--- config.mk ---
export PLATFORM = sky130hd
export DESIGN_NAME = sc_interval_ctrl
export DESIGN_NICKNAME = d
export VERILOG_FILES = /design/src/rtl/sc_ctrl_pkg.sv /design/src/rtl/sc_count_core.sv /design/src/rtl/sc_interval_ctrl.sv
export SDC_FILE = /design/constraint.sdc
export NUM_CORES = 1
export LEC_CHECK = 0
export CAP_MARGIN = 10
export CORE_AREA = 2 2 43 45
export CTS_CLUSTER_SIZE = 14
export DETAILED_ROUTE_END_ITERATION = 8
export DIE_AREA = 0 0 45 47
export HOLD_SLACK_MARGIN = 0.02
export SLEW_MARGIN = 40
export SYNTH_ARGS = -nofsm -noshare
export SYNTH_HDL_FRONTEND = slang
export SYNTH_SLANG_ARGS = --single-unit
--- constraint.sdc ---
create_clock -name clk -period 1.6 [get_ports clk]
set_input_delay 0.4 -clock clk [delete_from_list [all_inputs] [get_ports clk]]
set_output_delay 0.4 -clock clk [all_outputs]
set_load 0.02 [all_outputs]
--- src/rtl/sc_ctrl_pkg.sv ---
// ---------------------------------------------------------------------------
// sc_ctrl_pkg
// Shared constants for the interval controller and its counter core.
//   SC_WIDTH_DEF : default counter / limit width in bits
//   S_IDLE/S_RUN : controller state encoding (one bit, two states)
// ---------------------------------------------------------------------------
package sc_ctrl_pkg;

    localparam int   SC_WIDTH_DEF = 4;

    localparam logic S_IDLE = 1'b0;
    localparam logic S_RUN  = 1'b1;

endpackage

--- src/rtl/sc_count_core.sv ---
// ---------------------------------------------------------------------------
// sc_count_core
// WIDTH-bit synchronous up-counter with synchronous clear.
// Ports:
//   clk   in   rising-edge clock
//   reset in   synchronous active-high reset (count -> 0)
//   clr   in   synchronous clear, takes priority over en
//   en    in   increment by one at the clock edge
//   q     out  current count
// ---------------------------------------------------------------------------
module sc_count_core
    import sc_ctrl_pkg::*;
#(
    parameter int WIDTH = SC_WIDTH_DEF
) (
    input  logic             clk,
    input  logic             reset,
    input  logic             clr,
    input  logic             en,
    output logic [WIDTH-1:0] q
);

    logic [WIDTH-1:0] r_q;

    always_ff @(posedge clk) begin
        if (reset) begin
            r_q <= '0;
        end else if (clr) begin
            r_q <= '0;
        end else if (en) begin
            r_q <= r_q + 1'b1;
        end
    end

    assign q = r_q;

endmodule

--- src/rtl/sc_interval_ctrl.sv ---
// ---------------------------------------------------------------------------
// sc_interval_ctrl
// Interval sequencer around sc_count_core. Times one-shot intervals (done
// pulse) or periodic intervals (tick train) of limit+1 cycles.
// Ports:
//   clk       in   rising-edge clock
//   reset     in   synchronous active-high reset
//   start     in   begin interval (honoured in IDLE only)
//   stop      in   abort interval (honoured in RUN only; dominates start)
//   periodic  in   auto-restart select, captured on accepted start
//   limit     in   terminal count, captured on accepted start
//   pause     in   (only when SC_CTRL_PAUSE_EN is defined) hold the count
//   busy      out  high while in RUN
//   tick      out  one-cycle pulse when count reaches the captured limit
//   done      out  tick of a one-shot interval
//   count     out  current counter value
// Build option: define SC_CTRL_PAUSE_EN to add the pause input; otherwise
// the controller behaves as if pause were tied low.
// ---------------------------------------------------------------------------
module sc_interval_ctrl
    import sc_ctrl_pkg::*;
#(
    parameter int WIDTH = SC_WIDTH_DEF
) (
    input  logic             clk,
    input  logic             reset,
    input  logic             start,
    input  logic             stop,
    input  logic             periodic,
    input  logic [WIDTH-1:0] limit,
`ifdef SC_CTRL_PAUSE_EN
    input  logic             pause,
`endif
    output logic             busy,
    output logic             tick,
    output logic             done,
    output logic [WIDTH-1:0] count
);

    logic             r_state;
    logic             w_state_next;
    logic [WIDTH-1:0] r_limit;
    logic             r_periodic;
    logic             w_pause;
    logic             w_accept;
    logic             w_hit;
    logic             w_clr;
    logic             w_en;
    logic [WIDTH-1:0] w_count;

`ifdef SC_CTRL_PAUSE_EN
    assign w_pause = pause;
`else
    assign w_pause = 1'b0;
`endif

    // Start is accepted only from IDLE and only when stop is not also asserted.
    assign w_accept = (r_state == S_IDLE) && start && !stop;

    // Terminal count reached in a cycle that is not aborted or frozen.
    assign w_hit = (r_state == S_RUN) && (w_count == r_limit) && !stop && !w_pause;

    // State register
    always_ff @(posedge clk) begin
        if (reset) begin
            r_state <= S_IDLE;
        end else begin
            r_state <= w_state_next;
        end
    end

    // Interval configuration is frozen for the whole run.
    always_ff @(posedge clk) begin
        if (reset) begin
            r_limit    <= '0;
            r_periodic <= 1'b0;
        end else if (w_accept) begin
            r_limit    <= limit;
            r_periodic <= periodic;
        end
    end

    // Next-state logic
    always_comb begin
        w_state_next = r_state;
        case (r_state)
            S_IDLE: begin
                if (w_accept) begin
                    w_state_next = S_RUN;
                end
            end
            default: begin
                if (stop) begin
                    w_state_next = S_IDLE;
                end else if (w_hit && !r_periodic) begin
                    w_state_next = S_IDLE;
                end
            end
        endcase
    end

    // Output / counter-control logic. The counter is held cleared in IDLE,
    // so the first RUN cycle always shows 0; clearing at the terminal count
    // means an all-ones limit never wraps through 0 unseen.
    always_comb begin
        busy = 1'b0;
        tick = 1'b0;
        done = 1'b0;
        w_clr = 1'b1;
        w_en  = 1'b0;
        if (r_state == S_RUN) begin
            busy  = 1'b1;
            tick  = w_hit;
            done  = w_hit && !r_periodic;
            w_clr = stop || w_hit;
            w_en  = !w_pause;
        end
    end

    sc_count_core #(
        .WIDTH (WIDTH)
    ) u_count_core (
        .clk   (clk),
        .reset (reset),
        .clr   (w_clr),
        .en    (w_en),
        .q     (w_count)
    );

    assign count = w_count;

endmodule

==> impl_metrics.tcl <==
set metrics [dict create \
    status "finished with violations" \
    violations "negative setup slack" \
    diodes 0 \
    yosysSeqAreaShare_pct 41.8 \
    root_buffer "clkbuf_4" \
    yosys.area.top_type "dfxtp_1" \
    htree_levels 1 \
    yosys.area.top_type_share_pct 41.8 \
    min_period_ns 1.67 \
    path_class "flip-flop to primary output" \
    place_congestion 0.756 \
    vdd.ir_drop.worst_mv 0.513 \
    maxSlewViolCount 0 \
    via_count 460 \
    via_per_inst 4.84 \
    end_kind "primary output" \
    clk_latency_ns 0.26 \
    synth_edf_count 0 \
    grt_util_met3_pct 4.62 \
    synth-seq-cells 10 \
    synth_cell_type_count 23 \
    whs_ns 0.535 \
    globalRouteMet2Util_pct 19.1 \
    min_path_type "flip-flop to flip-flop" \
    cts_tree "done" \
    fin_skew_ns 0.00574 \
    grt-busiest-layer "met2" \
    antenna_found_initial 0 \
    synthFlopType "dfxtp_1" \
    async_flop_share_pct 0 \
    detail-route-antenna-nets 0 \
    arrival_ns 1.27 \
    cts_inserted_buffers 3 \
    syn_inst 48 \
    grtUsageMet1_pct 15.9 \
    io_buffers 15 \
    p_leak_nw 0.348 \
    crit_fanout 2 \
    grt_pass1_wl_um 1840 \
    synth_common_cells "dfxtp_1, mux2i_1, nor2_1" \
    rsz0062_at_grt "true" \
    io_pins 16 \
    die_y_um 47 \
    ctsHoldBuffers 0 \
    area_growth_pct 67.4 \
    fp.dieW_um 45 \
    cp-start-kind "flip-flop" \
    fmax_mhz 599 \
    synthesis.nets 58 \
    drive_above_1_share_pct 39.7 \
    drc 0 \
    synth.top_cells.by_area "dfxtp_1, mux2i_1, xnor2_1" \
    grt_pass1_vias 427 \
    syn_area_sq_um 479 \
    cts.sinks 10 \
    clock_path_buffers 2 \
    yosysMostFrequentCell "dfxtp_1" \
    yosys_warnings 0 \
    setup_ws_ns -0.0693 \
    grt_max_degree 11 \
    power_density_nw_per_um2 730 \
    syn_avg_cell_area_sq_um 9.98 \
    total_power_mw 0.585 \
    gr-total-overflow 0 \
    hold_viol 0 \
    clkTransAtPathRegs_ns 0.07 \
    firstDrtPassIters 4 \
    final_nets 89 \
    row_count 15 \
    finalSetupViolCount 2 \
    hpwl_um 890 \
    slew-limit-headroom_pct 82.0 \
    min_period_over_period_pct 104 \
    maxCapViolCount 0 \
    die_area_sq_um 2120 \
    cp.required_ns 1.20 \
    start_util_pct 29.0 \
    design.core.area_sq_um 1650 \
    grt.total_usage_pct 13.0 \
    drt_iter0_drc 11 \
    worst_slew_pin_slew_ns 0.270 \
    wl_per_cell_um 12.0 \
    wirelength_um 1140 \
]
metal layers:
layer	share of wire, %	vias to the layer above
li1	-	236
met2	45	12
met1	48	210
met5	0	-
met3	4.6	2
met4	1.8	0
sequential cells by signal, summed over array words and instances, names as in the netlist:
register,flops
r_limit,4
r_periodic,1
r_state,1
u_count_core.q,4
per-stage QoR:
step           setup WS, ns  setup TNS (ns)  instances  util (%)  cell area, sq um
3_5_place_dp         -0.566           -2.06         90      44.4               733
6_report            -0.0693         -0.0890         95      48.6               802
5_1_grt              -0.237          -0.368         95      48.6               802
2_1_floorplan       -0.0954         -0.0954         48         -               490
3_3_place_gp         -0.537           -1.77         90      44.4               733
4_1_cts             -0.0851          -0.142         94      48.0               792
final timing paths:
kind | start | to | slack (ns) | cells after the start
worst max-delay path | r_limit[1]$_SDFFE_PP0P_ | done | -0.07 | 4
worst min-delay path | r_limit[0]$_SDFFE_PP0P_ | r_limit[0]$_SDFFE_PP0P_ | 0.54 | 2
worst max register to register | u_count_core.q[0]$_SDFFE_PP0P_ | u_count_core.q[2]$_SDFFE_PP0P_ | 0.34 | 5
worst min register to register | r_limit[0]$_SDFFE_PP0P_ | r_limit[0]$_SDFFE_PP0P_ | 0.54 | 2
placed cells by master (no fill, tap or decap), drive strengths merged, types with 2 or more instances in the layout:
master,synthesis,final
buf,1,14
dfxtp,10,10
clkdlybuf4s50,0,7
mux2i,6,6
nor2,6,6
dlygate4sd2,0,6
xnor2,4,4
clkbuf,0,4
a21oi,2,2
nand3,2,2
a211oi,2,2
worst max-delay path, cell delays in order, from the launching register on:
cell and delay, ns:
dfxtp_2 0.34, xnor2_2 0.17, nand4_1 0.16, nor4_2 0.15, buf_4 0.18
report_power, final:
part	switching (mW)	internal [mW]	total (mW)	leakage (nW)
combinational	0.0372	0.0524	0.0896	0.243
sequential	0.00679	0.257	0.264	0.0841
clock	0.0933	0.138	0.231	0.0210
what timing repair did:
action | CTS | global route
gates resized for setup | 26 | 1
cloned | 0 | 0
setup buffers | 0 | 1
setup endpoints to repair | 7 | 2
pin swaps | 5 | 2
final cells by class:
cell class              instances  area [sq um]
clock buffers                   4          36.3
fillers                       171           850
inverters                       1          3.75
multi-input cells              36           305
flip-flops and latches         10           208
well taps                      17          21.3
repair buffers                 27           228
cells by family after synthesis:
| family | after synthesis | share of synthesized area [%] |
|---|---|---|
| AOI/OAI and AO/OA | 8 | 10.7 |
| adders and majority gates | 1 | 2.61 |
| DFF | 10 | 41.8 |
| muxes | 6 | 12.5 |
| buffers and inverters | 2 | 3.13 |
| xor gates and xnor gates | 5 | 9.14 |
| and+or+nand+nor | 16 | 20.1 |
Note: power is estimated with default switching activity, not from simulation.
